$ cat config.mk
export PLATFORM = sky130hd
export DESIGN_NAME = muldiv_sequencer
export DESIGN_NICKNAME = d
export VERILOG_FILES = /design/src/rtl/muldiv_sequencer.sv
export SDC_FILE = /design/constraint.sdc
export NUM_CORES = 1
export LEC_CHECK = 0
export ABC_AREA = 1
export CAP_MARGIN = 30
export CELL_PAD_IN_SITES_DETAIL_PLACEMENT = 0
export CELL_PAD_IN_SITES_GLOBAL_PLACEMENT = 1
export CORE_ASPECT_RATIO = 0.7
export CORE_MARGIN = 2
export CORE_UTILIZATION = 44
export DETAILED_ROUTE_END_ITERATION = 8
export PLACE_DENSITY = 0.9
export REMOVE_ABC_BUFFERS = 1
export SYNTH_ARGS = -nofsm -noshare
export SYNTH_HDL_FRONTEND = slang
export SYNTH_SLANG_ARGS = --single-unit
$ cat constraint.sdc
create_clock -name clk -period 5.2 [get_ports clk]
set_input_delay 0.78 -clock clk [delete_from_list [all_inputs] [get_ports clk]]
set_output_delay 0.78 -clock clk [all_outputs]
set_load 0.02 [all_outputs]
$ cat src/rtl/muldiv_sequencer.sv
// Iterative 32-bit multiply/divide engine with HI/LO ownership
// and the decode-stage stall it imposes while an operation runs.
module muldiv_sequencer (
   input  logic        clk,
   input  logic        rst,
   input  logic        start,
   input  logic [1:0]  op,
   input  logic [31:0] operand_a,
   input  logic [31:0] operand_b,
   input  logic        read_hi_lo,
   input  logic        write_hi,
   input  logic        write_lo,
   input  logic [31:0] write_data,
   output logic [31:0] hi,
   output logic [31:0] lo,
   output logic        busy,
   output logic        done,
   output logic        stall
);

   typedef enum logic [1:0] {IDLE, RUN, FINISH} state_t;

   state_t      state, state_nx;
   logic [5:0]  cnt;
   logic [1:0]  op_q;
   logic [31:0] m_q;
   logic [31:0] a_raw;
   logic [31:0] acc_hi;
   logic [31:0] acc_lo;
   logic        neg_q;
   logic        neg_r;
   logic        dz_q;
   logic [31:0] hi_q;
   logic [31:0] lo_q;

   logic        sgn;
   logic [31:0] a_mag;
   logic [31:0] b_mag;
   logic [32:0] mul_sum;
   logic [32:0] div_sh;
   logic        div_ok;
   logic [31:0] div_diff;
   logic [63:0] prod;
   logic [31:0] res_hi;
   logic [31:0] res_lo;

   assign sgn   = ~op[0];
   assign a_mag = (sgn && operand_a[31]) ? -operand_a : operand_a;
   assign b_mag = (sgn && operand_b[31]) ? -operand_b : operand_b;

   // m_q holds the multiplicand for MUL and the divisor for DIV
   assign mul_sum  = {1'b0, acc_hi} + (acc_lo[0] ? {1'b0, m_q} : 33'd0);
   assign div_sh   = {acc_hi, acc_lo[31]};
   assign div_ok   = div_sh >= {1'b0, m_q};
   assign div_diff = div_sh[31:0] - m_q;

   always_comb begin
      prod   = {acc_hi, acc_lo};
      res_hi = acc_hi;
      res_lo = acc_lo;
      if (!op_q[1]) begin
         if (!op_q[0] && neg_q)
            prod = -prod;
         res_hi = prod[63:32];
         res_lo = prod[31:0];
      end else if (dz_q) begin
         res_hi = a_raw;
         res_lo = 32'hFFFF_FFFF;
      end else begin
         if (!op_q[0] && neg_q)
            res_lo = -acc_lo;
         if (!op_q[0] && neg_r)
            res_hi = -acc_hi;
      end
   end

   always_ff @(posedge clk) begin
      if (rst)
         state <= IDLE;
      else
         state <= state_nx;
   end

   always_comb begin
      state_nx = state;
      case (state)
         IDLE:    if (start) state_nx = RUN;
         RUN:     if (cnt == 6'd31) state_nx = FINISH;
         FINISH:  state_nx = IDLE;
         default: state_nx = IDLE;
      endcase
   end

   always_ff @(posedge clk) begin
      if (rst) begin
         cnt    <= '0;
         op_q   <= '0;
         m_q    <= '0;
         a_raw  <= '0;
         acc_hi <= '0;
         acc_lo <= '0;
         neg_q  <= 1'b0;
         neg_r  <= 1'b0;
         dz_q   <= 1'b0;
         hi_q   <= '0;
         lo_q   <= '0;
      end else begin
         case (state)
            IDLE: begin
               if (start) begin
                  cnt    <= '0;
                  op_q   <= op;
                  a_raw  <= operand_a;
                  acc_hi <= '0;
                  m_q    <= op[1] ? b_mag : a_mag;
                  acc_lo <= op[1] ? a_mag : b_mag;
                  neg_q  <= operand_a[31] ^ operand_b[31];
                  neg_r  <= operand_a[31];
                  dz_q   <= op[1] && (operand_b == '0);
               end else begin
                  if (write_hi) hi_q <= write_data;
                  if (write_lo) lo_q <= write_data;
               end
            end
            RUN: begin
               cnt <= cnt + 6'd1;
               if (!op_q[1]) begin
                  acc_hi <= mul_sum[32:1];
                  acc_lo <= {mul_sum[0], acc_lo[31:1]};
               end else begin
                  acc_hi <= div_ok ? div_diff : div_sh[31:0];
                  acc_lo <= {acc_lo[30:0], div_ok};
               end
            end
            FINISH: begin
               hi_q <= res_hi;
               lo_q <= res_lo;
            end
            default: ;
         endcase
      end
   end

   assign hi    = hi_q;
   assign lo    = lo_q;
   assign busy  = (state != IDLE);
   assign done  = (state == FINISH);
   assign stall = busy & (start | read_hi_lo | write_hi | write_lo);

endmodule

# == Word-level counts from Yosys, hierarchy flattened ==
# Cells that the tools add are included.
# classes
add_sub_neg,8
multipliers,0
div,0
magnitude_cmp,1
n_eq_ne,8
shifts,0
n_mux,30
n_bitwise,6
n_reduce_logical,16
# ops
operator,n
$mux W32,20
$pmux W32 S2,4
$neg A32 Y32,4
$mux W64,1
$neg A64 Y64,1
$add A32 B32 Y33,1
$ge A33 B32 Y1,1
$logic_not A32 Y1,1
$sub A32 B32 Y32,1
$pmux W6 S2,1
$ne A2 B2 Y1 const B,5
$add A6 B1 Y6 const B,1
$eq A6 B5 Y1 const B,1
$mux W6,1
$reduce_and A2 Y1,3
$reduce_and A3 Y1,2
$reduce_bool A2 Y1,3
$logic_and A1 B1 Y1,5
$mux W2,2
$pmux W2 S2,1
$or A1 B1 Y1,3
$eq A2 B1 Y1 const B,1
$eq A2 B2 Y1 const B,1
$logic_not A2 Y1,1
4 further kinds,4
# totals
reg_bits,205
latch_bits,0
ramBits,0
mem_bits_ro,0
in_bits,104
output_inout_bits,67
memories,0

# == Logic depth before layout (Yosys ltp) ==
# depth
depth_word,6
ltp_mapped,19

# == Worst setup path after synthesis ==
# Ideal clock, no wire load.
# synth_path
path_kind,register -> register
from,reg acc_lo[0]
to,reg acc_hi[29]
setup_time_ps,141
arrival_ps,2384
path_slack_ps,2675
stages_incl_launch_ff,18
path_buffers,2
path_cell_list,dfxtp_1 > buf_2 > clkbuf_1 > nand2_1 > inv_1 > ha_1 > inv_1 > fa_1 > o21ai_1 > nand2_1 > nand2_1 > inv_1 > o21ai_1 > nand2_1 > nand3_1 > nand3_1 > nand3_1 > a21oi_1
# synth_via
elab_chain_cells,4
# synth_rtl
item,line_no,rtl
from (decl),29,logic [31:0] acc_lo;
from (signal assigned),116,acc_lo <= op[1] ? a_mag : b_mag;
from (signal assigned),129,"acc_lo <= {mul_sum[0], acc_lo[31:1]};"
from (signal assigned),132,"acc_lo <= {acc_lo[30:0], div_ok};"
$mux W32,52,"assign mul_sum = {1'b0, acc_hi} + (acc_lo[0] ? {1'b0, m_q} : 33'd0);"
$add A32 B32 Y33,52,
$mux W32,127,if (!op_q[1]) begin
$pmux W32 S2,108,case (state)
to (signal assigned),128,acc_hi <= mul_sum[32:1];
to (signal assigned),131,acc_hi <= div_ok ? div_diff : div_sh[31:0];
to (decl),28,logic [31:0] acc_hi;
# No other way between the ends.
# A chain may end at the register's enable or synchronous reset.

# == Final worst setup path ==
# layout_path
from,reg acc_hi[26]
to,reg acc_hi[4]
# layout_via
elab_chain_cells,4
# layout_rtl
item,line_no,rtl
$ge A33 B32 Y1,54,"assign div_ok = div_sh >= {1'b0, m_q};"
$mux W32,131,
$mux W32,127,
$pmux W32 S2,108,
# No other way between the ends.

==> impl_metrics.json <==
{
  "power.share.switching_pct": 44.32,
  "cts_buffers": 24,
  "synth_edf_count": 0,
  "drive_gt1_share_pct": 5.342,
  "arrival_ps": 3940,
  "dr.pass1.iters": 6,
  "clock.fmax_mhz": 286.7,
  "finalSetupViolCount": 0,
  "nNetsFinal": 3715,
  "synthToLayoutAreaGrowth_pct": 14.75,
  "place_hpwl_mm": 77.79,
  "place_ws_ps": 1740,
  "htreeDepth": 1,
  "use_met2_pct": 51.96,
  "gp_congestion": 1.040,
  "numPortBuffers": 170,
  "core_sq_mm": 0.04396,
  "cp-start-kind": "flip-flop",
  "netlist_area_sq_mm": 0.01971,
  "use_met3_pct": 13.05,
  "setup.worst_path.end_class": "flip-flop",
  "clock_latency_ps": 560,
  "yosysSeqAreaShare_pct": 20.72,
  "die_area_sq_mm": 0.04654,
  "holdPathStages": 2,
  "grt_start_max_net_pins": 89,
  "slew_viol_final": 0,
  "yosys.area.top_type_share_pct": 20.72,
  "grt_pass1_vias": 21748,
  "p_leak_nw": 10.60,
  "synth_area_leaders": "dfxtp_1, nand2_1, inv_1",
  "drtAntennaViolNets": 0,
  "hold_slack_ps": 464.8,
  "hold_viol": 0,
  "dieHeight_microns": 181.1,
  "yosys.area_share.simple_pct": 35.92,
  "skew_ps": 22.60,
  "ioPinCount": 171,
  "p_comb_share_pct": 39.9,
  "track_usage_pct": 40.50,
  "synthFlopType": "dfxtp_1",
  "start_util_pct": 44.84,
  "cts_sinks": 204,
  "synthXorXnorAreaFrac_pct": 3.555,
  "synth_fa_ha_area_share_pct": 4.583,
  "dr.first_iter.drc_count": 3816,
  "avgSynthCellArea_sq_um": 5.694,
  "ys_ff_latch": 204,
  "synth.distinct_cells": 56,
  "synth_compound_area_share_pct": 22.66,
  "synthMuxAreaShare_pct": 0,
  "die_x_microns": 257.0,
  "min_from": "a_raw[29]",
  "peakVddDrop_mv": 0.2426,
  "p_clk_share_pct": 29.2,
  "timing.rr.start": "acc_hi[26]",
  "yosysTopAreaCell": "dfxtp_1",
  "worstMarginPinSlew_ps": 1043,
  "num_vias": 25005,
  "p_int_mw": 3.421,
  "seqPwrFrac_pct": 30.8,
  "power-per-cell-area_mw_per_mm2": 271.6,
  "grt_antenna_before_repair": 5,
  "vias_per_cell": 6.019,
  "route.detailed.drc": 0,
  "syn_inst": 3462,
  "r2r-end": "acc_hi[4]",
  "grtUsageMet1_pct": 63.39,
  "grt_first_pass_wirelength_mm": 142.9,
  "cts_root_buf": "clkbuf_16",
  "setup_ws_ps": 1711,
  "r2r_slack_ps": 1710,
  "row_count": 64,
  "path_max_fanout": 44,
  "clk_pin_slew_ps": 80,
  "p_switching_mw": 2.723,
  "placed_cell_area_sq_mm": 0.02181,
  "grt_overflow": 0,
  "yosys_warnings": 0,
  "post_cts_resized": 0,
  "slew_headroom_pct": 30.36,
  "power_mw": 6.143,
  "drt-total-wl_mm": 98.05,
  "top_usage_layer": "met1",
  "clockBufferDepth": 3,
  "cts_setup_buffers": 0,
  "reg2reg_depth": 13,
  "post_drt_wl_per_cell_microns": 23.60,
  "rsz0062_at_grt": "false",
  "hold_path_end": "a_raw[29]",
  "max_cap_viol_count": 0,
  "outcome": "completed",
  "period_needed_ps": 3489,
  "fin_crit_sh_pct": 67.09,
  "criticalPathCategory": "reg2reg",
  "synth_top_family_by_area": "simple AND/OR/NAND/NOR gates",
  "ctsHoldBuffers": 0,
  "synth-async-reset-ratio_pct": 0,
  "cts_tree": "built",
  "finish.instance_area_sq_mm": 0.02262,
  "required_ps": 5650,
  "hp-class": "reg2reg"
}
[worst max-delay path by stage]
stage / start / endpoint / slack (ps) / cells after the start
finish: acc_hi[26] / acc_hi[4] / 1710 / 13
CTS: m_q[2] / acc_hi[18] / 1950 / 13
global route: acc_hi[26] / acc_hi[4] / 1620 / 13
global placement: start / acc_lo[0] / 1810 / 9
detailed placement: operand_a[31] / acc_lo[20] / 1740 / 13
floorplan: start / lo[16] / -360 / 6
[worst max-delay path, cell delays in order, from the launching register on]
cell and delay (ps):
dfxtp_1 850, ha_1 420, nand2_1 230, inv_1 60, nand2_1 80, nand2_1 100
a21oi_1 210, nand2_2 140, nor2_8 220, nand2_8 300, a21oi_1 440, o21ai_0 160
nand3_1 100, nand2_1 50
[synthesized netlist by cell type (9+ instances only)]
cell	instances
nand2_1	845
nor2_2	16
o22ai_1	9
nand3b_1	16
nand2_2	14
o21ai_0	339
a21oi_2	19
or2_2	19
dfxtp_1	204
xor2_1	69
buf_1	17
clkbuf_1	109
ha_1	69
nand3_2	19
nand3_1	263
buf_2	16
nor3_1	42
a21oi_1	344
o21ai_1	18
inv_1	481
o211ai_1	37
a31oi_1	16
nand4_1	41
xnor2_1	11
nor2_1	346
[per-stage QoR]
step | TNS, ps | cells | utilization (%)
after floorplan | -12700 | 3313 | -
after global placement | 0 | 4107 | 49.59
final | 0 | 4154 | 51.45
after detailed placement | 0 | 4108 | 49.61
after global routing | 0 | 4151 | 51.43
after CTS | 0 | 4151 | 51.43
[cell usage in the layout (no fill, tap or decap), types with 6 or more instances in the layout]
cell type and instances:
o211ai_1 37, nand4_1 41, a31oi_1 16, or2_2 19
inv_2 8, nand3_1 263, a21oi_2 19, nand3_2 19
nor2_2 17, o21bai_1 7, nand2_2 14, a21oi_1 344
nor3_1 42, buf_4 30, inv_1 479, dfxtp_1 203
nor2_1 341, nand2_1 845, o21a_1 6, o21ai_0 339
o21ai_1 18, xor2_1 69, o22ai_1 9, a22oi_1 6
nand3b_1 16, clkbuf_16 25, xnor2_1 11, clkdlybuf4s50_1 169
nor2_4 9, ha_1 69
[metal layers]
layer	part of all wire, %	wire [microns]	up-vias
met5	0.024	24	-
met4	2.4	2344	4
met3	16	15540	168
met2	36	35660	1760
met1	45	44490	11628
li1	-	-	11445
[cells by family (layout without fill, tap and decap cells)]
kind of cell	count (synthesis)	count (layout)
buffers and inverters	639	734
other	0	3
adder cells (fa/ha/maj)	71	71
XOR/XNOR	80	80
AND/OR/NAND/NOR	1642	1642
AO/OA/AOI/OAI	826	826
flip-flops	204	204
[final cells by class]
cell class | count | area (sq um)
Clock inverter | 15 | 155.1
Antenna cell | 3 | 7.507
Sequential cell | 204 | 4085
Multi-Input combinational cell | 2619 | 13200
Inverter | 490 | 1842
Clock buffer | 28 | 646.9
Timing Repair Buffer | 201 | 1942
Tap cell | 594 | 743.2
Fill cell | 4687 | 21340
[registers in the layout (all words and copies together) (netlist names)]
| register | cells |
|---|---|
| cnt | 6 |
| lo | 32 |
| hi | 32 |
| op_q | 2 |
| m_q | 32 |
| state | 2 |
| acc_lo | 32 |
| acc_hi | 32 |
| dz_q | 1 |
| neg_q | 1 |
| a_raw | 32 |
[power by group through the flow]
stage                     logic, mW  clock network, mW  registers (mW)
after floorplan                1.39                  0            1.87
after global placement         2.32                  0            1.90
after detailed placement       2.34                  0            1.91
after CTS                      2.35               1.79            1.87
after global routing           2.62               1.85            1.89
final                          2.45               1.80            1.89
No activity file was read; power rests on OpenSTA's default activity.
